[config.mk]
export PLATFORM = sky130hd
export DESIGN_NAME = sram_ctrl_flat
export DESIGN_NICKNAME = d
export VERILOG_FILES = /design/src/rtl/sram_ctrl_if.sv /design/src/rtl/sram_ctrl.sv /design/src/flat_wrapper.sv
export SDC_FILE = /design/constraint.sdc
export NUM_CORES = 1
export LEC_CHECK = 0
export ABC_AREA = 1
export BUFFER_PORTS_ARGS = -buffer_cell sky130_fd_sc_hd__buf_4
export CORE_ASPECT_RATIO = 1.4
export CORE_MARGIN = 2
export CORE_UTILIZATION = 54
export DETAILED_ROUTE_END_ITERATION = 8
export PLACE_DENSITY_LB_ADDON = 0.05
export SETUP_SLACK_MARGIN = 0.02
export SLEW_MARGIN = 20
export SYNTH_ARGS = -nofsm -noshare
export SYNTH_HDL_FRONTEND = slang
export SYNTH_SLANG_ARGS = --single-unit
[constraint.sdc]
create_clock -name clk -period 2 [get_ports clk]
set_input_delay 0.2 -clock clk [delete_from_list [all_inputs] [get_ports clk]]
set_output_delay 0.2 -clock clk [all_outputs]
set_load 0.01 [all_outputs]
[src/rtl/sram_ctrl_if.sv]
// Host handshake and SRAM bus bundle for sram_ctrl.
//   master : controller side (drives SRAM pins and host status, samples req/wdata/sram_dout)
//   slave  : environment side (host plus SRAM instance)
// Host  : req, rw, addr, len, wdata -> ; <- wr_ready, rd_data, rd_valid, busy, done
// SRAM  : sram_cs, sram_oe, sram_we, sram_addr, sram_din -> ; <- sram_dout
interface sram_ctrl_if #(
  parameter int unsigned ADDR_WIDTH = 7,
  parameter int unsigned DATA_WIDTH = 8
);
  logic                  req;
  logic                  rw;
  logic [ADDR_WIDTH-1:0] addr;
  logic [ADDR_WIDTH-1:0] len;
  logic [DATA_WIDTH-1:0] wdata;
  logic                  wr_ready;
  logic [DATA_WIDTH-1:0] rd_data;
  logic                  rd_valid;
  logic                  busy;
  logic                  done;
  logic                  sram_cs;
  logic                  sram_oe;
  logic                  sram_we;
  logic [ADDR_WIDTH-1:0] sram_addr;
  logic [DATA_WIDTH-1:0] sram_din;
  logic [DATA_WIDTH-1:0] sram_dout;

  modport master (
    input  req, rw, addr, len, wdata, sram_dout,
    output wr_ready, rd_data, rd_valid, busy, done,
    output sram_cs, sram_oe, sram_we, sram_addr, sram_din
  );

  modport slave (
    output req, rw, addr, len, wdata, sram_dout,
    input  wr_ready, rd_data, rd_valid, busy, done,
    input  sram_cs, sram_oe, sram_we, sram_addr, sram_din
  );
endinterface

[src/rtl/sram_ctrl.sv]
// Burst read/write initiator for a synchronous single-port SRAM.
// Two cycles per beat, address auto-increments modulo the memory depth.
//   clk   : rising-edge clock
//   reset : asynchronous active-high reset
//   bus   : sram_ctrl_if.master (host handshake + SRAM pins)
// All outputs come straight from flops; control strobes are decoded from the
// next state so they change together with the state register.
module sram_ctrl #(
  parameter int unsigned ADDR_WIDTH = 7,
  parameter int unsigned DATA_WIDTH = 8
) (
  input  logic         clk,
  input  logic         reset,
  sram_ctrl_if.master  bus
);

  typedef enum logic [2:0] {
    S_IDLE      = 3'd0,
    S_WR_FETCH  = 3'd1,
    S_WR_STROBE = 3'd2,
    S_RD_ADDR   = 3'd3,
    S_RD_DATA   = 3'd4,
    S_DONE      = 3'd5
  } state_e;

  state_e                state_q, state_d;
  logic [ADDR_WIDTH-1:0] cur_addr_q, cur_addr_d;
  logic [ADDR_WIDTH-1:0] beats_q, beats_d;
  logic [DATA_WIDTH-1:0] din_q, din_d;
  logic [DATA_WIDTH-1:0] rd_data_q, rd_data_d;
  logic                  rd_valid_q, rd_valid_d;
  logic                  cs_q, cs_d;
  logic                  oe_q, oe_d;
  logic                  we_q, we_d;
  logic                  wr_ready_q, wr_ready_d;
  logic                  busy_q, busy_d;
  logic                  done_q, done_d;

  // State, datapath and output registers
  always_ff @(posedge clk or posedge reset) begin
    if (reset) begin
      state_q    <= S_IDLE;
      cur_addr_q <= '0;
      beats_q    <= '0;
      din_q      <= '0;
      rd_data_q  <= '0;
      rd_valid_q <= 1'b0;
      cs_q       <= 1'b0;
      oe_q       <= 1'b0;
      we_q       <= 1'b0;
      wr_ready_q <= 1'b0;
      busy_q     <= 1'b0;
      done_q     <= 1'b0;
    end else begin
      state_q    <= state_d;
      cur_addr_q <= cur_addr_d;
      beats_q    <= beats_d;
      din_q      <= din_d;
      rd_data_q  <= rd_data_d;
      rd_valid_q <= rd_valid_d;
      cs_q       <= cs_d;
      oe_q       <= oe_d;
      we_q       <= we_d;
      wr_ready_q <= wr_ready_d;
      busy_q     <= busy_d;
      done_q     <= done_d;
    end
  end

  // Next-state and datapath updates
  always_comb begin
    state_d    = state_q;
    cur_addr_d = cur_addr_q;
    beats_d    = beats_q;
    din_d      = din_q;
    rd_data_d  = rd_data_q;
    rd_valid_d = 1'b0;
    case (state_q)
      S_IDLE: begin
        if (bus.req) begin
          cur_addr_d = bus.addr;
          beats_d    = bus.len;
          state_d    = bus.rw ? S_WR_FETCH : S_RD_ADDR;
        end
      end
      S_WR_FETCH: begin
        din_d   = bus.wdata;
        state_d = S_WR_STROBE;
      end
      S_WR_STROBE: begin
        if (beats_q != '0) begin
          beats_d    = beats_q - ADDR_WIDTH'(1);
          cur_addr_d = cur_addr_q + ADDR_WIDTH'(1);
          state_d    = S_WR_FETCH;
        end else begin
          state_d = S_DONE;
        end
      end
      S_RD_ADDR: begin
        state_d = S_RD_DATA;
      end
      S_RD_DATA: begin
        rd_data_d  = bus.sram_dout;
        rd_valid_d = 1'b1;
        if (beats_q != '0) begin
          beats_d    = beats_q - ADDR_WIDTH'(1);
          cur_addr_d = cur_addr_q + ADDR_WIDTH'(1);
          state_d    = S_RD_ADDR;
        end else begin
          state_d = S_DONE;
        end
      end
      S_DONE: begin
        // Leave IDLE with the write-data bus cleared
        din_d   = '0;
        beats_d = '0;
        state_d = S_IDLE;
      end
      default: begin
        state_d = S_IDLE;
      end
    endcase
  end

  // Moore strobes for the state being entered
  always_comb begin
    cs_d       = 1'b0;
    oe_d       = 1'b0;
    we_d       = 1'b0;
    wr_ready_d = 1'b0;
    busy_d     = 1'b0;
    done_d     = 1'b0;
    case (state_d)
      S_WR_FETCH: begin
        wr_ready_d = 1'b1;
        busy_d     = 1'b1;
      end
      S_WR_STROBE: begin
        cs_d   = 1'b1;
        we_d   = 1'b1;
        busy_d = 1'b1;
      end
      S_RD_ADDR: begin
        cs_d   = 1'b1;
        busy_d = 1'b1;
      end
      S_RD_DATA: begin
        cs_d   = 1'b1;
        oe_d   = 1'b1;
        busy_d = 1'b1;
      end
      S_DONE: begin
        done_d = 1'b1;
      end
      default: begin
        busy_d = 1'b0;
      end
    endcase
  end

  assign bus.sram_cs   = cs_q;
  assign bus.sram_oe   = oe_q;
  assign bus.sram_we   = we_q;
  assign bus.sram_addr = cur_addr_q;
  assign bus.sram_din  = din_q;
  assign bus.wr_ready  = wr_ready_q;
  assign bus.rd_data   = rd_data_q;
  assign bus.rd_valid  = rd_valid_q;
  assign bus.busy      = busy_q;
  assign bus.done      = done_q;

endmodule

[src/flat_wrapper.sv]
// flat-port wrapper written by rule: the top's interface ports become plain ports
module sram_ctrl_flat 
#(
  parameter int unsigned ADDR_WIDTH = 7,
  parameter int unsigned DATA_WIDTH = 8
)
  (clk, reset, bus_req, bus_rw, bus_addr, bus_len, bus_wdata, bus_sram_dout, bus_wr_ready, bus_rd_data, bus_rd_valid, bus_busy, bus_done, bus_sram_cs, bus_sram_oe, bus_sram_we, bus_sram_addr, bus_sram_din);
  sram_ctrl_if #(.ADDR_WIDTH(ADDR_WIDTH), .DATA_WIDTH(DATA_WIDTH)) bus_i ();
  input  logic clk;
  input  logic reset;
  input wire logic [$bits(bus_i.req)-1:0] bus_req;
  input wire logic [$bits(bus_i.rw)-1:0] bus_rw;
  input wire logic [$bits(bus_i.addr)-1:0] bus_addr;
  input wire logic [$bits(bus_i.len)-1:0] bus_len;
  input wire logic [$bits(bus_i.wdata)-1:0] bus_wdata;
  input wire logic [$bits(bus_i.sram_dout)-1:0] bus_sram_dout;
  output wire logic [$bits(bus_i.wr_ready)-1:0] bus_wr_ready;
  output wire logic [$bits(bus_i.rd_data)-1:0] bus_rd_data;
  output wire logic [$bits(bus_i.rd_valid)-1:0] bus_rd_valid;
  output wire logic [$bits(bus_i.busy)-1:0] bus_busy;
  output wire logic [$bits(bus_i.done)-1:0] bus_done;
  output wire logic [$bits(bus_i.sram_cs)-1:0] bus_sram_cs;
  output wire logic [$bits(bus_i.sram_oe)-1:0] bus_sram_oe;
  output wire logic [$bits(bus_i.sram_we)-1:0] bus_sram_we;
  output wire logic [$bits(bus_i.sram_addr)-1:0] bus_sram_addr;
  output wire logic [$bits(bus_i.sram_din)-1:0] bus_sram_din;
  assign bus_i.req = bus_req;
  assign bus_i.rw = bus_rw;
  assign bus_i.addr = bus_addr;
  assign bus_i.len = bus_len;
  assign bus_i.wdata = bus_wdata;
  assign bus_i.sram_dout = bus_sram_dout;
  assign bus_wr_ready = bus_i.wr_ready;
  assign bus_rd_data = bus_i.rd_data;
  assign bus_rd_valid = bus_i.rd_valid;
  assign bus_busy = bus_i.busy;
  assign bus_done = bus_i.done;
  assign bus_sram_cs = bus_i.sram_cs;
  assign bus_sram_oe = bus_i.sram_oe;
  assign bus_sram_we = bus_i.sram_we;
  assign bus_sram_addr = bus_i.sram_addr;
  assign bus_sram_din = bus_i.sram_din;
  sram_ctrl #(.ADDR_WIDTH(ADDR_WIDTH), .DATA_WIDTH(DATA_WIDTH)) u_core (.clk(clk), .reset(reset), .bus(bus_i));
endmodule
==> flow_summary_export.csv <==
group,metric,value,unit
clock_tree,post_cts.resized_instances,0,
timing,finalCritPeriodShare,0.789,
power_and_ir_drop,vdd_ir_drop_max,1.06,mV
timing,period_minus_slack,1.58,ns
critical_path,criticalPathCategory,"reg2reg",
timing,setup_tns,0,ns
finish,multi_input_area,895,sq um
synthesis,yosys.area.top_type,"sky130_fd_sc_hd__dfrtp_1",
synthesis,synthCells,243,
min_path,worst_hold_path_type,"in2async",
finish,layout.area.seq,0.00100,sq mm
finish,design_area,0.00265,sq mm
synthesis,syn_avg_cell_area,8.26,sq um
floorplanning,rows,26,
finish,layout.nets,349,
clock_tree,cts_max_path_buffers,2,
timing,finalHoldViolCount,0,
finish,syn_to_final_growth,32.2,%
critical_path,r2r_start,"u_core.beats_q[0]",
synthesis,synth_seq_area_share,0.499,
critical_path,crit_path_max_fanout,10,
routing,drt_first_iter_violations,76,
clock_tree,cts-hold-fix-buffers,0,
floorplanning,initial_core_util,0.556,
floorplanning,die-height,76.1,um
floorplanning,core_region_area,0.00361,sq mm
place,place.gp.congestion,0.830,
synthesis,netlist.area_leader.share,0.499,
synthesis,syn_nets,280,
routing,drt_drc_violations_left,0,
synthesis,ys_top_cells_by_area,"sky130_fd_sc_hd__dfrtp_1, sky130_fd_sc_hd__nand2_1, sky130_fd_sc_hd__nand3_1",
critical_path,worstSetupPathDepth,9,
clock_tree,post-cts-setup-buffers,0,
synthesis,yosysWarnings,0,
floorplanning,floorplan.io_pins,64,
power_and_ir_drop,leakagePower,1.47,nW
timing,slew_headroom,0.654,
clock_tree,worst_setup_hold_path_clk_slew,0.07,ns
global_route,global_route.overflow_total,0,
global_route,grt_antenna_before_repair,0,
critical_path,crit_path_required_time,2.15,ns
clock_tree,clock_insertion_delay_worst_skew,0.28,ns
routing,routed-via-count,1767,
finish,antenna_cells,0,
place,dp_hpwl,3.12,mm
clock_tree,sink_count,40,
finish,fill_cells,300,
routing,viasPerCell,4.98,
clock_tree,cts_inserted_buffers,5,
clock_tree,cts.htree.levels,2,
critical_path,critical_path.n_buffers_inverters,3,
critical_path,worstReg2RegEnd,"u_core.bus.busy",
routing,ant_nets,0,
synthesis,synth_seq_cells,40,
place,placed_cell_area,0.00253,sq mm
timing,slew_violations,0,
global_route,grt_first_pass_wirelength,7.50,mm
global_route,first_global_vias,1690,
critical_path,worstRegToRegCells,9,
power_and_ir_drop,cellPowerDensity,1680,mW/mm^2
global_route,grt_start_max_net_pins,41,
critical_path,worst_setup_path_start_kind,"flop",
place,io_buffers,63,
clock_tree,root_buffer,"sky130_fd_sc_hd__clkbuf_8",
critical_path,kind_of_capture_point_of_the_worst_setup_path,"flop",
timing,timing.clock.skew,0.00286,ns
critical_path,cp.arrival,1.73,ns
timing,achievable-frequency,634,MHz
clock_tree,tritoncts_clock_tree,"yes",
floorplanning,chip_width,55.5,um
floorplanning,fp.dieArea,0.00423,sq mm
timing,setup_viol,0,
synthesis,syn-cell-area,0.00201,sq mm
critical_path,slowest_delay,0.39,ns
finish,final_cell_mix,"sky130_fd_sc_hd__nand2_1, sky130_fd_sc_hd__buf_4, sky130_fd_sc_hd__dfrtp_1, sky130_fd_sc_hd__inv_1, sky130_fd_sc_hd__nand3_1",
place,placed_cells,347,
timing,grt_setup_unrepaired,"false",
critical_path,regToRegSetupSlack,0.42,ns
timing,worst-slew-pin-transition,0.518,ns
finish,stdcell_count,355,
critical_path,critical-path-slowest-cell,"sky130_fd_sc_hd__dfrtp_1",
critical_path,crit_chain,"inv_1 -> ha_1 -> inv_1 -> nor2_1 -> nand3_2 -> nor2_8 -> nor2_8 -> inv_4 -> o21ai_1",
routing,totalWireLength,4.32,mm
status,run_status,"finished, final reports clean",
finish,mostFrequentLayoutCell,"sky130_fd_sc_hd__nand2_1",
job,drv.max_cap_violation_count,0,
synthesis,synth_cell_type_count,28,
finish,share_of_cells_above_drive_strength_1,0.304,
routing,detail_route.wl_per_cell,12.2,um
global_route,globalRouteTotalUtil,0.221,
critical_path,cp_top_family,"simple AND/OR/NAND/NOR gates",
routing,firstDrtPassIters,4,
area by class of cell:
type,instances,area share
flip-flops and latches,40,0.377
multi-input cells,177,0.337
repair buffers,65,0.184
clock buffers,7,0.0363
inverters,23,0.0344
well taps,42,0.0198
clock inverters,1,0.0113
cell usage after synthesis:
library cell and instances:
sky130_fd_sc_hd__dfrtp_1 40, sky130_fd_sc_hd__nand2_4 2, sky130_fd_sc_hd__o21a_1 1, sky130_fd_sc_hd__nor2_1 15, sky130_fd_sc_hd__a21oi_4 1, sky130_fd_sc_hd__buf_4 2
sky130_fd_sc_hd__nand2_2 2, sky130_fd_sc_hd__inv_2 4, sky130_fd_sc_hd__a22o_1 8, sky130_fd_sc_hd__buf_2 1, sky130_fd_sc_hd__or2_2 3, sky130_fd_sc_hd__xnor2_1 1
sky130_fd_sc_hd__or2_1 1, sky130_fd_sc_hd__nand3_4 1, sky130_fd_sc_hd__nand3_1 16, sky130_fd_sc_hd__a21oi_1 1, sky130_fd_sc_hd__nand4_1 2, sky130_fd_sc_hd__nand3_2 1
sky130_fd_sc_hd__ha_1 3, sky130_fd_sc_hd__nor2_4 1, sky130_fd_sc_hd__nor3_1 2, sky130_fd_sc_hd__nor2_8 2, sky130_fd_sc_hd__nor2_2 3, sky130_fd_sc_hd__inv_4 2
sky130_fd_sc_hd__nand2_1 98, sky130_fd_sc_hd__o21ai_1 5, sky130_fd_sc_hd__o21ai_0 8, sky130_fd_sc_hd__inv_1 17
power by group:
part / internal [mW] / switching [mW] / total [mW]
sequential: 1.19 / 0.294 / 1.49
clock: 0.440 / 0.270 / 0.710
combinational: 0.956 / 1.31 / 2.27
logic make-up after synthesis:
logic type      count (synthesis)  share of synthesized area
compound gates                 24                     0.0817
xor+xnor                        1                    0.00436
flops                          40                      0.499
buf+inv                        26                     0.0555
fa+ha+maj                       3                     0.0187
simple gates                  149                      0.341
per-stage QoR:
step | power [mW] | utilization | setup WS (ns) | hold WS (ns)
after global placement | 3.71 | 0.700 | 0.469 | 0.355
final | 4.47 | 0.735 | 0.422 | 0.0314
after CTS | 4.50 | 0.735 | 0.436 | 0.0574
after floorplan | 2.98 | - | 0.632 | 0.317
after global routing | 4.88 | 0.735 | 0.306 | 0.0863
after detailed placement | 3.77 | 0.700 | 0.454 | 0.366
worst min-delay path, delay by kind of cell:
kind	cells	cell delay [ns]
buffers and inverters	3	0.57
worst max-delay path by stage:
| stage | start | end | slack (ns) |
|---|---|---|---|
| after floorplan | u_core.beats_q[0] | u_core.bus.sram_cs | 0.63 |
| after global placement | u_core.beats_q[0] | u_core.bus.busy | 0.47 |
| after detailed placement | u_core.beats_q[0] | u_core.bus.busy | 0.45 |
| after CTS | u_core.beats_q[0] | u_core.bus.busy | 0.44 |
| after global routing | u_core.beats_q[0] | u_core.bus.busy | 0.31 |
| final | u_core.beats_q[0] | u_core.bus.busy | 0.42 |
routing by layer:
layer | track usage | wire, um | vias up
li1 | - | - | 908
met1 | 0.259 | 1820 | 800
met2 | 0.388 | 2240 | 51
met3 | 0.0475 | 183 | 8
met4 | 0.0878 | 70 | 0
met5 | 0 | 0 | -
flip-flops by register name (all words and copies together) (netlist names):
| name | cells |
|---|---|
| u_core.bus.sram_addr | 7 |
| u_core.bus.sram_cs | 1 |
| u_core.bus.sram_we | 1 |
| u_core.bus.sram_oe | 1 |
| u_core.beats_q | 7 |
| u_core.bus.done | 1 |
| u_core.bus.busy | 1 |
| u_core.bus.rd_valid | 1 |
| u_core.bus.sram_din | 8 |
| u_core.bus.wr_ready | 1 |
| u_core.state_q | 3 |
| u_core.bus.rd_data | 8 |
No activity file was read; power rests on OpenSTA's default activity.
